<file path="config.mk">
export PLATFORM = sky130hd
export DESIGN_NAME = chany_pipe_5__flat
export DESIGN_NICKNAME = d
export VERILOG_FILES = /design/src/rtl/chany_pipe_5__if.sv /design/src/rtl/chany_pipe_5_.sv /design/src/flat_wrapper.sv
export SDC_FILE = /design/constraint.sdc
export NUM_CORES = 1
export LEC_CHECK = 0
export CORE_UTILIZATION = 59
export CTS_CLUSTER_DIAMETER = 120
export CTS_CLUSTER_SIZE = 40
export DETAILED_ROUTE_END_ITERATION = 10
export PLACE_DENSITY = 0.84
export RECOVER_POWER = 50
export SLEW_MARGIN = 20
export SYNTH_ARGS = -nofsm -noshare
export SYNTH_HDL_FRONTEND = slang
export SYNTH_SLANG_ARGS = --single-unit
</file>
<file path="constraint.sdc">
create_clock -name clk -period 2.3 [get_ports clk]
set_input_delay 0.46 -clock clk [delete_from_list [all_inputs] [get_ports clk]]
set_output_delay 0.46 -clock clk [all_outputs]
set_load 0.02 [all_outputs]
</file>
<file path="src/rtl/chany_pipe_5__if.sv">
// Channel-side bundle for the chany_pipe_5_ stage: config chain, track data
// and load status.
interface chany_pipe_5__if #(
  parameter int NUM_TRACKS = 32
);
  logic                    config_enable;
  logic                    ccff_head;
  logic                    ccff_tail;
  logic [0:NUM_TRACKS-1]   chany_in;
  logic [0:NUM_TRACKS-1]   chany_sb_out;
  logic                    cfg_done;
  logic                    cfg_err;

  modport master (
    output config_enable, ccff_head, chany_in,
    input  ccff_tail, chany_sb_out, cfg_done, cfg_err
  );

  modport slave (
    input  config_enable, ccff_head, chany_in,
    output ccff_tail, chany_sb_out, cfg_done, cfg_err
  );
endinterface

</file>
<file path="src/rtl/chany_pipe_5_.sv">
// Per-track configurable pipeline stage feeding chany_bottom_in of sb[0][5],
// with a shift-chain load supervisor that gates outputs until a clean load.
module chany_pipe_5_ #(
  parameter int NUM_TRACKS         = 32,
  parameter int CFG_BITS_PER_TRACK = 2
) (
  input  logic             clk,
  input  logic             rst_n,
  chany_pipe_5__if.slave   bus
);
  localparam int CFG_LEN = NUM_TRACKS * CFG_BITS_PER_TRACK;
  localparam logic [6:0] CNT_FULL = 7'(CFG_LEN);
  localparam logic [6:0] CNT_SAT  = 7'(CFG_LEN + 1);

  typedef enum logic [1:0] {UNCONF, SHIFTING, CONFIGURED, ERROR} state_t;

  state_t                state;
  logic [0:CFG_LEN-1]    cfg;
  logic [6:0]            cnt;
  logic                  done_reg;
  logic                  err_reg;
  logic [0:NUM_TRACKS-1] rank1;
  logic [0:NUM_TRACKS-1] rank2;
  logic [0:NUM_TRACKS-1] sb_out;
  logic                  live;

  assign live = (state == CONFIGURED);

  always_ff @(posedge clk) begin
    if (!rst_n) begin
      state    <= UNCONF;
      cfg      <= '0;
      cnt      <= '0;
      done_reg <= 1'b0;
      err_reg  <= 1'b0;
      rank1    <= '0;
      rank2    <= '0;
    end else begin
      if (bus.config_enable) begin
        cfg <= {bus.ccff_head, cfg[0:CFG_LEN-2]};
      end

      case (state)
        SHIFTING: begin
          if (bus.config_enable) begin
            cnt <= (cnt >= CNT_SAT) ? CNT_SAT : cnt + 7'd1;
          end else if (cnt == CNT_FULL) begin
            state    <= CONFIGURED;
            done_reg <= 1'b1;
          end else begin
            state   <= ERROR;
            err_reg <= 1'b1;
          end
        end
        default: begin
          if (bus.config_enable) begin
            state    <= SHIFTING;
            cnt      <= 7'd1;
            done_reg <= 1'b0;
            err_reg  <= 1'b0;
          end
        end
      endcase

      // Ranks run only while live; a reload request flushes them on the same edge.
      if (live && !bus.config_enable) begin
        rank1 <= bus.chany_in;
        rank2 <= rank1;
      end else begin
        rank1 <= '0;
        rank2 <= '0;
      end
    end
  end

  for (genvar gi = 0; gi < NUM_TRACKS; gi++) begin : g_track
    logic [1:0] mode;
    assign mode = {cfg[2*gi+1], cfg[2*gi]};
    assign sb_out[gi] = live & ((mode == 2'b00) ? bus.chany_in[gi] :
                                (mode == 2'b01) ? rank1[gi] :
                                (mode == 2'b10) ? rank2[gi] : 1'b0);
  end

  assign bus.chany_sb_out = sb_out;
  assign bus.ccff_tail    = cfg[CFG_LEN-1];
  assign bus.cfg_done     = done_reg;
  assign bus.cfg_err      = err_reg;
endmodule

</file>
<file path="src/flat_wrapper.sv">
// flat-port wrapper written by rule: the top's interface ports become plain ports
module chany_pipe_5__flat 
#(
  parameter int NUM_TRACKS         = 32,
  parameter int CFG_BITS_PER_TRACK = 2
)
  (clk, rst_n, bus_config_enable, bus_ccff_head, bus_chany_in, bus_ccff_tail, bus_chany_sb_out, bus_cfg_done, bus_cfg_err);
  chany_pipe_5__if #(.NUM_TRACKS(NUM_TRACKS)) bus_i ();
  input  logic clk;
  input  logic rst_n;
  input wire logic [$bits(bus_i.config_enable)-1:0] bus_config_enable;
  input wire logic [$bits(bus_i.ccff_head)-1:0] bus_ccff_head;
  input wire logic [$bits(bus_i.chany_in)-1:0] bus_chany_in;
  output wire logic [$bits(bus_i.ccff_tail)-1:0] bus_ccff_tail;
  output wire logic [$bits(bus_i.chany_sb_out)-1:0] bus_chany_sb_out;
  output wire logic [$bits(bus_i.cfg_done)-1:0] bus_cfg_done;
  output wire logic [$bits(bus_i.cfg_err)-1:0] bus_cfg_err;
  assign bus_i.config_enable = bus_config_enable;
  assign bus_i.ccff_head = bus_ccff_head;
  assign bus_i.chany_in = bus_chany_in;
  assign bus_ccff_tail = bus_i.ccff_tail;
  assign bus_chany_sb_out = bus_i.chany_sb_out;
  assign bus_cfg_done = bus_i.cfg_done;
  assign bus_cfg_err = bus_i.cfg_err;
  chany_pipe_5_ #(.NUM_TRACKS(NUM_TRACKS), .CFG_BITS_PER_TRACK(CFG_BITS_PER_TRACK)) u_core (.clk(clk), .rst_n(rst_n), .bus(bus_i));
endmodule
</file>
# Word-level counts from Yosys, hierarchy flattened

Index checks and enable logic that the tools add are counted.

Multiplexer cells: 111
Reduce and logical (&&, ||, !) cells: 40
Bitwise operators: 32
Add/subtract/negate cells: 1
Equality and inequality tests: 69
Order comparisons: 1

Operators by type and width:

| kind                  | number |
|---|---|
| $mux W1               | 104 |
| $eq A2 B1 Y1 const B  | 33 |
| $eq A2 B2 Y1 const B  | 33 |
| $logic_not A2 Y1      | 32 |
| $and A1 B1 Y1         | 32 |
| $mux W7               | 4 |
| $add A7 B1 Y7 const B | 1 |
| $eq A7 B7 Y1 const B  | 1 |
| $ge A7 B7 Y1 const B  | 1 |
| $mux W2               | 3 |
| $reduce_and A3 Y1     | 2 |
| $ne A2 B2 Y1 const B  | 2 |
| $reduce_and A2 Y1     | 2 |
| $reduce_bool A2 Y1    | 2 |
| $logic_and A1 B1 Y1   | 1 |
| $logic_not A1 Y1      | 1 |

Input port bits: 36
Word-level logic and storage cells: 261
Flip-flop bits (word level): 139
Output and inout bits: 35

# Depth between registers and ports, before layout

Word-level depth: 5
Mapped depth: 6
Depth with buffers taken out: 6

# Worst setup path before layout

OpenSTA, ideal clock, no wires.

Path type: register -> output
Start point: register u_core.state[0]
End point: output port bus_chany_sb_out[23]
Arrival: 1.156 ns
Path buffers: 2
Slack: 0.684 ns
Cell stages (with the launch flop): 5
Data required time: 1.840 ns
Path through: dfxtp_1 -> and2b_2 -> clkbuf_2 -> clkbuf_1 -> and2_1

Cells in the longest elaborated chain, start to end: 2

RTL lines:

| item                   | line                | source |
|---|---|---|
| start, declared        | chany_pipe_5_.sv:17 | `state_t state;` |
| start signal, assigned | chany_pipe_5_.sv:31 | `state <= UNCONF;` |
| start signal, assigned | chany_pipe_5_.sv:48 | `state <= CONFIGURED;` |
| start signal, assigned | chany_pipe_5_.sv:51 | `state <= ERROR;` |
| $eq A2 B2 Y1           | chany_pipe_5_.sv:27 | `assign live = (state == CONFIGURED);` |
| $and A1 B1 Y1          | chany_pipe_5_.sv:79 | `assign sb_out[gi] = live & ((mode == 2'b00) ? bus.chany_in[gi] :` |
| end, declared          | flat_wrapper.sv:15  | `output wire logic [$bits(bus_i.chany_sb_out)-1:0] bus_chany_sb_out;` |

Every way passes these cells.

# Final worst setup path

Start point: register u_core.state[0]
End point: output port bus_chany_sb_out[24]

Same word-level chain as after synthesis.

==> results.json <==
{
  "core_area_um2": 9280,
  "skew_ps": 5.43,
  "drc": 0,
  "r2r-end": "u_core.bus.cfg_err",
  "p_leak_nw": 2.88,
  "die_area_um2": 9990,
  "switchingPower_mw": 1.23,
  "die_x_um": 100,
  "fp.dieH_um": 100,
  "worst-setup-path-type": "register to output port",
  "status": "finished clean",
  "crit_slowest_cell": "dfxtp_1",
  "cts_made_buffers": 17,
  "synth_warnings": 0,
  "dpl_worst_slack_ps": -158,
  "grt_pass1_vias": 4133,
  "crit_buf_inv": 2,
  "cts_buffer_depth": 2,
  "clk_pin_slew_ps": 60,
  "vias": 4110,
  "synth_top_area_frac": 0.491,
  "antenna_found_initial": 0,
  "rsz0062_at_grt": "no",
  "fin_area_um2": 6900,
  "clockRootBuffer": "clkbuf_8",
  "ys_ff_latch": 139,
  "fin_ws_ps": 150,
  "ant_nets": 0,
  "clkPwrFrac": 0.488,
  "area_growth_pct": 21.9,
  "period_minus_slack_ps": 2150,
  "synth_nets": 589,
  "p_sw_frac": 0.221,
  "setup_viol": 0,
  "worstPathRequired_ps": 1840,
  "firstDrtPassIters": 4,
  "avgSynthCellArea_um2": 10.3,
  "cpPeakStageDelay_ps": 320,
  "synthCells": 549,
  "wl_per_cell_um": 14.6,
  "path_cells": "and2b_4 -> buf_12 -> and2_1 -> clkbuf_2",
  "grtUsageTotal": 0.236,
  "cts_max_level": 4,
  "cts_sinks": 139,
  "hp-class": "register to register",
  "ioPinCount": 71,
  "netlist_area_um2": 5660,
  "tns_ps": 0,
  "worst_slew_pin_slew_ps": 1430,
  "ff2ff_path_depth": 6,
  "synth_area_leaders": "dfxtp_1 (49%), mux2i_1 (17%), nor2b_1 (7.5%), and3_1 (7.1%), nand3b_1 (4.2%)",
  "combPwrFrac": 0.073,
  "grt_max_degree": 51,
  "post-cts-setup-buffer-count": 0,
  "max_freq_mhz": 465,
  "cp-start-kind": "register",
  "maxCapViolCount": 0,
  "p_seq_frac": 0.440,
  "finalCritPeriodShare": 0.935,
  "diodes": 0,
  "drtIter0Drc": 176,
  "synth_top_area_cell": "dfxtp_1",
  "end_kind": "output port",
  "wirelength_um": 11000,
  "grt_pass1_wl_um": 18600,
  "clk_latency_ps": 510,
  "drv_slew": 0,
  "synth-seq-area-share": 0.491,
  "port_buffers": 70,
  "start_util": 0.610,
  "crit_end": "bus_chany_sb_out[24]",
  "intPower_mw": 4.33,
  "rrSetupSlack_ps": 560,
  "cp_data_arrival_time_ps": 1690,
  "rows": 35,
  "layout-drive-gt1-share": 0.120,
  "dp_hpwl_um": 6840,
  "ys_types": 31,
  "dpl-instance-area_um2": 6470,
  "p_per_area_nw_per_um2": 805,
  "hold_viol": 0,
  "cp_top_family": "simple AND/OR/NAND/NOR gates",
  "cts_hold_buf": 0,
  "final_nets": 654,
  "via_per_inst": 5.44,
  "relSlewSlack": 0.0456,
  "place_congestion": 0.777,
  "startpoint": "u_core.state[0]",
  "cts_tree": "built",
  "crit_cells": 4,
  "grt_overflow_total": 0,
  "reg2reg_from": "u_core.state[0]",
  "ir_drop_uv": 559,
  "cp_max_fo": 50
}
## what timing repair did
item,CTS,global route
gates cloned,0,1
gates resized for setup,34,63
setup endpoints to repair,32,32
endpoints found under the hold margin,0,0
## synthesized netlist by cell type
cell      number
and2b_2        1
nand4_1        6
and3_1        64
a211oi_2       1
o221ai_1       2
nand2_1        7
and2_1        33
clkbuf_2       1
o21ai_1        1
a21boi_0       1
nor2_1         3
nand3b_1      32
mux2i_1       97
buf_4          2
nor3b_1        1
or3_1          1
clkbuf_1      22
inv_1          4
nor4_2         1
o21ba_2        1
a31oi_1        2
a21oi_2        1
o21ai_0       36
nor2b_1       68
nor3_1         4
nand3_1        2
buf_2          8
dfxtp_1      139
xor2_1         3
ha_1           4
and2_2         1
## worst reg2reg max path: stages, from the launching register on
cell	delay, ps
dfxtp_1	350
nor2b_1	350
inv_1	110
ha_1	210
nor3b_1	280
nand2_1	90
o221ai_1	250
## final cells by class
| class | count | area, µm² |
|---|---|---|
| repair buffers | 79 | 629 |
| well taps | 129 | 161 |
| clock buffers | 22 | 453 |
| inverters | 4 | 15.0 |
| fillers | 689 | 2380 |
| clock inverters | 10 | 140 |
| flip-flops and latches | 139 | 2780 |
| multi-input cells | 373 | 2720 |
## cells in the final DEF (no fill, tap or decap), types with 7 or more instances in the layout
cell type        Yosys  layout
clkbuf_2             1      33
and3_1              64      64
clkdlybuf4s50_1      0      36
o21ai_0             36      36
nand2_1              7       7
nand3b_1            32      32
dfxtp_1            139     139
mux2i_1             97      97
clkbuf_16            0      17
and2_1              33      33
nor2b_1             68      68
## registers in the layout, summed over array words and instances (netlist names)
signal and cells:
u_core.rank1 32, u_core.bus.cfg_done 1, u_core.cnt 7, u_core.rank2 32, u_core.cfg 64, u_core.bus.cfg_err 1
u_core.state 2
## worst min path at each step
stage | depth (start not counted) | to | slack (ps) | startpoint
after floorplan | 1 | u_core.rank2[0] | 450 | u_core.rank1[0]
after global routing | 1 | u_core.rank2[21] | 480 | u_core.rank1[21]
final | 1 | u_core.rank2[27] | 480 | u_core.rank1[27]
after global placement | 1 | u_core.rank2[21] | 450 | u_core.rank1[21]
after CTS | 2 | u_core.cnt[0] | 340 | bus_config_enable
after detailed placement | 1 | u_core.rank2[21] | 460 | u_core.rank1[21]
## metal layers
metal  global-route usage  wire length, µm
met2                0.398             5300
met1                0.286             5260
met5                    0                0
met4               0.0792              107
met3               0.0724              330
## power groups by stage
stage / registers, mW / logic (mW) / clock network (mW)
finish: 2.44 / 0.403 / 2.71
CTS: 2.44 / 0.402 / 2.74
global route: 2.44 / 0.440 / 2.86
global placement: 2.49 / 0.411 / 0
detailed placement: 2.49 / 0.420 / 0
floorplan: 2.49 / 0.244 / 0
## kinds of logic after synthesis
group,share of synthesized area
AOI/OAI and AO/OA,0.0449
xor gates and xnor gates,0.00464
adders and majority gates,0.00884
buffers and inverters,0.0278
DFF,0.491
muxes,0.171
and+or+nand+nor,0.251
## metrics by stage
stage | cells | hold slack (ps) | power [mW] | util
6_report | 756 | 476 | 5.56 | 0.744
5_1_grt | 756 | 483 | 5.75 | 0.744
4_1_cts | 755 | 344 | 5.58 | 0.756
3_5_place_dp | 723 | 464 | 2.91 | 0.696
3_3_place_gp | 723 | 454 | 2.90 | 0.696
2_1_floorplan | 549 | 452 | 2.74 | -
(Power assumes the default switching activity.)
